<file path="src/rtl/fetch_pc_pkg.sv">
// Shared definitions for the instruction-fetch PC stage: state encoding,
// reset/width defaults and the sequential next-PC helper.
package fetch_pc_pkg;

  // IDLE: one cycle after reset, no request.
  // REQ : request presented on the bus, address held until accepted.
  // WAIT: request accepted, response expected.
  // DROP: request accepted but a redirect arrived; response will be discarded.
  // HOLD: instruction latched and offered to decode.
  typedef enum logic [2:0] {
    IDLE = 3'd0,
    REQ  = 3'd1,
    WAIT = 3'd2,
    DROP = 3'd3,
    HOLD = 3'd4
  } fetch_state_t;

  localparam logic [63:0] PC_RESET_DEFAULT = 64'h0000_0000_8000_0000;
  localparam int          INSTR_W_DEFAULT  = 32;

  // Sequential successor: fixed 4-byte instructions, wraps modulo 2^64.
  function automatic logic [63:0] next_seq_pc(input logic [63:0] pc);
    return pc + 64'd4;
  endfunction

endpackage

</file>
<file path="src/rtl/fetch_pc.sv">
// Fetch PC stage: owns the architectural fetch PC, issues one outstanding
// instruction-bus request at a time, hands instructions to decode, and
// squashes wrong-path fetches when the branch unit redirects.
//
// Handshakes: a transfer happens on a rising clock edge where the producer's
// valid and the consumer's ready are both high. While valid is high and ready
// is low, the producer holds its payload (imem_req_addr, or if_pc/if_instr)
// stable. The one exception is if_valid, which a same-cycle redirect drops.
module fetch_pc
  import fetch_pc_pkg::*;
#(
  parameter logic [63:0] PC_RESET = PC_RESET_DEFAULT,
  parameter int          INSTR_W  = INSTR_W_DEFAULT
) (
  input  logic               clk,
  input  logic               reset,
  input  logic               redirect_valid,
  input  logic [63:0]        redirect_pc,
  output logic               imem_req_valid,
  output logic [63:0]        imem_req_addr,
  input  logic               imem_req_ready,
  input  logic               imem_resp_valid,
  input  logic [INSTR_W-1:0] imem_resp_data,
  output logic               if_valid,
  output logic [63:0]        if_pc,
  output logic [INSTR_W-1:0] if_instr,
  input  logic               if_ready
);

  fetch_state_t       state_q, state_d;
  logic [63:0]        pc_q, pc_d;
  logic               pend_valid_q, pend_valid_d;
  logic [63:0]        pend_pc_q, pend_pc_d;
  logic [INSTR_W-1:0] instr_q, instr_d;

  // Newest known target: a redirect this cycle beats an earlier pending one.
  logic [63:0]        newest_target;
  assign newest_target = redirect_valid ? redirect_pc : pend_pc_q;

  // State, PC, pending-redirect and instruction registers.
  always_ff @(posedge clk or posedge reset) begin
    if (reset) begin
      state_q      <= IDLE;
      pc_q         <= PC_RESET;
      pend_valid_q <= 1'b0;
      pend_pc_q    <= 64'd0;
      instr_q      <= '0;
    end else begin
      state_q      <= state_d;
      pc_q         <= pc_d;
      pend_valid_q <= pend_valid_d;
      pend_pc_q    <= pend_pc_d;
      instr_q      <= instr_d;
    end
  end

  // Next-state and next-PC selection (redirect > pending > pc+4).
  always_comb begin
    state_d      = state_q;
    pc_d         = pc_q;
    pend_valid_d = pend_valid_q;
    pend_pc_d    = pend_pc_q;
    instr_d      = instr_q;

    unique case (state_q)
      IDLE: begin
        // No request outstanding yet, so a redirect can retarget directly.
        state_d = REQ;
        if (redirect_valid) begin
          pc_d = redirect_pc;
        end
      end

      REQ: begin
        // The request address is pc_q and must not move before acceptance;
        // redirects are parked in pend until the stale response returns.
        if (redirect_valid) begin
          pend_valid_d = 1'b1;
          pend_pc_d    = redirect_pc;
        end
        if (imem_req_ready) begin
          if (redirect_valid || pend_valid_q) begin
            state_d = DROP;
          end else begin
            state_d = WAIT;
          end
        end
      end

      WAIT: begin
        if (imem_resp_valid) begin
          if (redirect_valid || pend_valid_q) begin
            pc_d         = newest_target;
            pend_valid_d = 1'b0;
            pend_pc_d    = 64'd0;
            state_d      = REQ;
          end else begin
            instr_d = imem_resp_data;
            state_d = HOLD;
          end
        end else if (redirect_valid) begin
          pend_valid_d = 1'b1;
          pend_pc_d    = redirect_pc;
          state_d      = DROP;
        end
      end

      DROP: begin
        if (imem_resp_valid) begin
          pc_d         = newest_target;
          pend_valid_d = 1'b0;
          pend_pc_d    = 64'd0;
          state_d      = REQ;
        end else if (redirect_valid) begin
          pend_valid_d = 1'b1;
          pend_pc_d    = redirect_pc;
        end
      end

      HOLD: begin
        // Redirect wins over a same-cycle consume.
        if (redirect_valid) begin
          pc_d    = redirect_pc;
          state_d = REQ;
        end else if (if_ready) begin
          pc_d    = next_seq_pc(pc_q);
          state_d = REQ;
        end
      end

      default: begin
        state_d = IDLE;
      end
    endcase
  end

  // Bus request and decode-side outputs are decoded from the state register.
  always_comb begin
    imem_req_valid = (state_q == REQ);
    imem_req_addr  = pc_q;
    if_valid       = (state_q == HOLD) && !redirect_valid;
    if_pc          = pc_q;
    if_instr       = instr_q;
  end

endmodule

</file>
<file path="config.mk">
export PLATFORM = sky130hd
export DESIGN_NAME = fetch_pc
export DESIGN_NICKNAME = d
export VERILOG_FILES = /design/src/rtl/fetch_pc_pkg.sv /design/src/rtl/fetch_pc.sv
export SDC_FILE = /design/constraint.sdc
export NUM_CORES = 1
export LEC_CHECK = 0
export CAP_MARGIN = 25
export CORE_MARGIN = 3
export CORE_UTILIZATION = 40
export DETAILED_ROUTE_END_ITERATION = 10
export GPL_TIMING_DRIVEN = 0
export PLACE_DENSITY = 0.8
export SYNTH_ARGS = -nofsm -noshare
export SYNTH_HDL_FRONTEND = slang
export SYNTH_SLANG_ARGS = --single-unit
</file>
<file path="constraint.sdc">
create_clock -name clk -period 5.76 [get_ports clk]
set_input_delay 0.576 -clock clk [delete_from_list [all_inputs] [get_ports clk]]
set_output_delay 0.576 -clock clk [all_outputs]
set_load 0.05 [all_outputs]
</file>
==> impl_metrics.py <==
metrics = {
    "outcome": {
        "status": "completed",
    },
    "power": {
        "ir_worst_vdd_v": 0.000323,
        "switching_share_pct": 49.9,
        "combPwrFrac_pct": 55.9,
        "p_sw_mw": 3.70,
        "power.leakage_nw": 5.24,
        "internal_power_mw": 3.71,
        "powerDensity_nw_per_um2": 586,
        "clkPwrFrac_pct": 16.1,
        "seqPwrFrac_pct": 28.0,
    },
    "route": {
        "drc": 0,
        "wl_um": 34200,
        "drt_iter0_drc": 1060,
        "firstDrtPassIters": 6,
        "ant_nets": 0,
        "viasPerCell": 6.18,
        "vias": 9276,
        "wire_per_inst_um": 22.7,
    },
    "synthesis": {
        "yosys.area.top_type": "dfrtp_1",
        "ys_ff_latch": 164,
        "synth_flop_cell": "dfrtp_1",
        "synthTopCellsByArea": "dfrtp_1, a22o_1, buf_4",
        "ys_seq_area_share_pct": 45.5,
        "synth_top_area_share_pct": 45.2,
        "syn_nets": 1029,
        "yosys_warnings": 0,
        "synth_most_common_cell": "dfrtp_1",
        "synth_edf_count": 0,
        "yosys.cell_types.count": 67,
        "async_reset_ff_share_pct": 100,
        "syn_avg_cell_area_sq_um": 9.75,
        "synth_cells": 926,
        "synth_common_cells": "dfrtp_1, a22o_1, o21ai_0, buf_4, nor2_1",
        "netlist_area_sq_um": 9030,
    },
    "sta": {
        "period_minus_slack_ns": 3.30,
        "worst_pin_slew_ns": 0.983,
        "hold_viol_final": 0,
        "relSlewSlack_pct": 34.0,
        "setup_viol": 0,
        "drv_slew": 0,
        "max_freq_mhz": 303,
        "fin_skew_ns": 0.00919,
        "setup-tns-final_ns": 0,
        "rsz0062_at_grt": "no",
        "fin_crit_sh_pct": 57.3,
    },
    "global_routing": {
        "grt_pass1_vias": 8972,
        "grt-ovfl-total": 0,
        "grt_pass1_wl_um": 51700,
        "grt_max_degree": 120,
        "grt_usage_pct": 27.3,
        "antenna_found_initial": 0,
    },
    "critical_path": {
        "path_delay_family": "buffers and inverters",
        "rrSetupSlack_ns": 2.75,
        "cp.arrival_ns": 2.73,
        "startpoint_type": "flop",
        "required_ns": 5.18,
        "crit_chain": "clkbuf_1 > or4b_4 > clkinv_1 > clkdlybuf4s50_1",
        "max_stage_delay_ns": 0.87,
        "critPathSlowestCell": "clkdlybuf4s50_1",
        "crit_buf_inv": 3,
        "timing.critical_path.fanout_max": 10,
        "endpoint_kind": "output pin",
        "path_class": "flop to output pin",
    },
    "worst_hold_path": {
        "worstHoldPathType": "flop to flop",
    },
    "cts": {
        "cts_setup_buffers": 0,
        "clk_pin_slew_worst_paths_ns": 0.07,
        "cts.sinks": 164,
        "cts_resized": 0,
        "htree_levels": 4,
        "insertion_delay_ns": 0.44,
        "clockBufferDepth": 2,
        "root_buffer": "clkbuf_16",
        "cts_buffers": 17,
        "cts_tree": "yes",
        "hold_buffers": 0,
    },
    "die": {
        "floorplan.io_pins": 264,
        "dieArea_sq_um": 24400,
        "start_util_pct": 41.0,
        "die_w_um": 156,
        "die_y_um": 156,
        "row_count": 54,
        "core_sq_um": 22000,
    },
    "placed_design": {
        "dp.cells": 1469,
        "gp_congestion": 1.00,
        "portBuffers": 262,
        "hpwl_um": 24200,
    },
    "final_layout": {
        "fin_cells": 1502,
        "fillers": 1914,
        "drive_above_1_share_pct": 12.9,
        "areaGrowthSynthToFinish_pct": 40.1,
        "nets": 1311,
        "fin_util_pct": 57.4,
    },
    "run": {
        "cap_violations": 0,
    },
}
power groups by stage:
stage                     Clock (mW)  Sequential (mW)  Combinational (mW)
after CTS                       1.20             2.06                4.13
after detailed placement           0             2.07                4.12
after floorplan                    0             2.80                1.89
after global routing            1.25             2.12                4.32
final                           1.19             2.08                4.14
after global placement             0             2.06                4.07
layer usage:
metal	wire length [um]	vias up	part of all wire [%]	global-route usage (%)
met2	15200	703	44	41.8
met5	0	-	0	0
met3	4230	127	12	7.77
met4	1440	0	4.2	12.2
li1	-	3998	-	-
met1	13300	4448	39	36.1
sequential cells by signal, summed over array words and instances, names as in the netlist:
name          count
if_pc            64
pend_pc_q        64
if_instr         32
state_q           3
pend_valid_q      1
placed cells by master (no fill, tap or decap), types with 5 or more instances in the layout:
cell type,count
nor3_1,18
clkdlybuf4s50_1,262
and3_1,21
buf_2,14
clkbuf_1,52
a21oi_1,36
inv_1,10
a221oi_1,27
or3_1,9
buf_4,64
mux2_2,33
o21ai_0,73
clkinv_4,5
clkbuf_16,17
nand3_1,28
o22ai_1,6
dfrtp_1,163
nand2b_1,5
xnor2_1,12
xor2_1,16
nor2_1,59
nand4_1,22
a22oi_1,30
nor4_1,11
a22o_1,77
nand2_1,53
a31oi_1,14
cell type report:
type	count	area, sq um	area share, %
clock inverters	13	175	1.38
clock buffers	19	433	3.42
plain buffers	131	757	5.98
flip-flops and latches	164	4110	32.5
multi-input cells	619	4120	32.6
well taps	280	350	2.77
diodes	1	2.50	0.0198
inverters	12	52.6	0.415
repair buffers	263	2650	21.0
cells by family (layout without fill, tap and decap cells):
group / Yosys count / after routing / synth area share, %
muxes: 33 / 33 / 4.12
DFF: 164 / 164 / 45.5
and+or+nand+nor: 254 / 254 / 14.8
buffers and inverters: 143 / 438 / 8.88
xor gates and xnor gates: 28 / 28 / 2.72
other: 0 / 1 / 0
AOI/OAI and AO/OA: 303 / 303 / 23.9
adders and majority gates: 1 / 1 / 0.139
per-stage QoR:
stage	hold WS, ns	area (sq um)	setup WS [ns]	power [mW]
6_report	0.494	12600	2.46	7.41
5_1_grt	0.512	12600	2.38	7.69
4_1_cts	0.497	12600	2.49	7.39
3_5_place_dp	0.474	12000	2.27	6.19
3_3_place_gp	0.476	12000	-1.58	6.13
2_1_floorplan	0.458	9030	0.752	4.69
path summary, 6_finish.rpt:
kind,start,endpoint,cells past startpoint
hold / removal,pend_pc_q[26],pend_pc_q[26],1
min in group asynchronous,reset,if_instr[15],2
hold reg to reg,pend_pc_q[26],pend_pc_q[26],1
setup / recovery,state_q[1],if_valid,4
setup reg to reg,if_pc[3],if_pc[46],7
max in group asynchronous,reset,if_pc[11],3
Note: power is estimated with default switching activity, not from simulation.
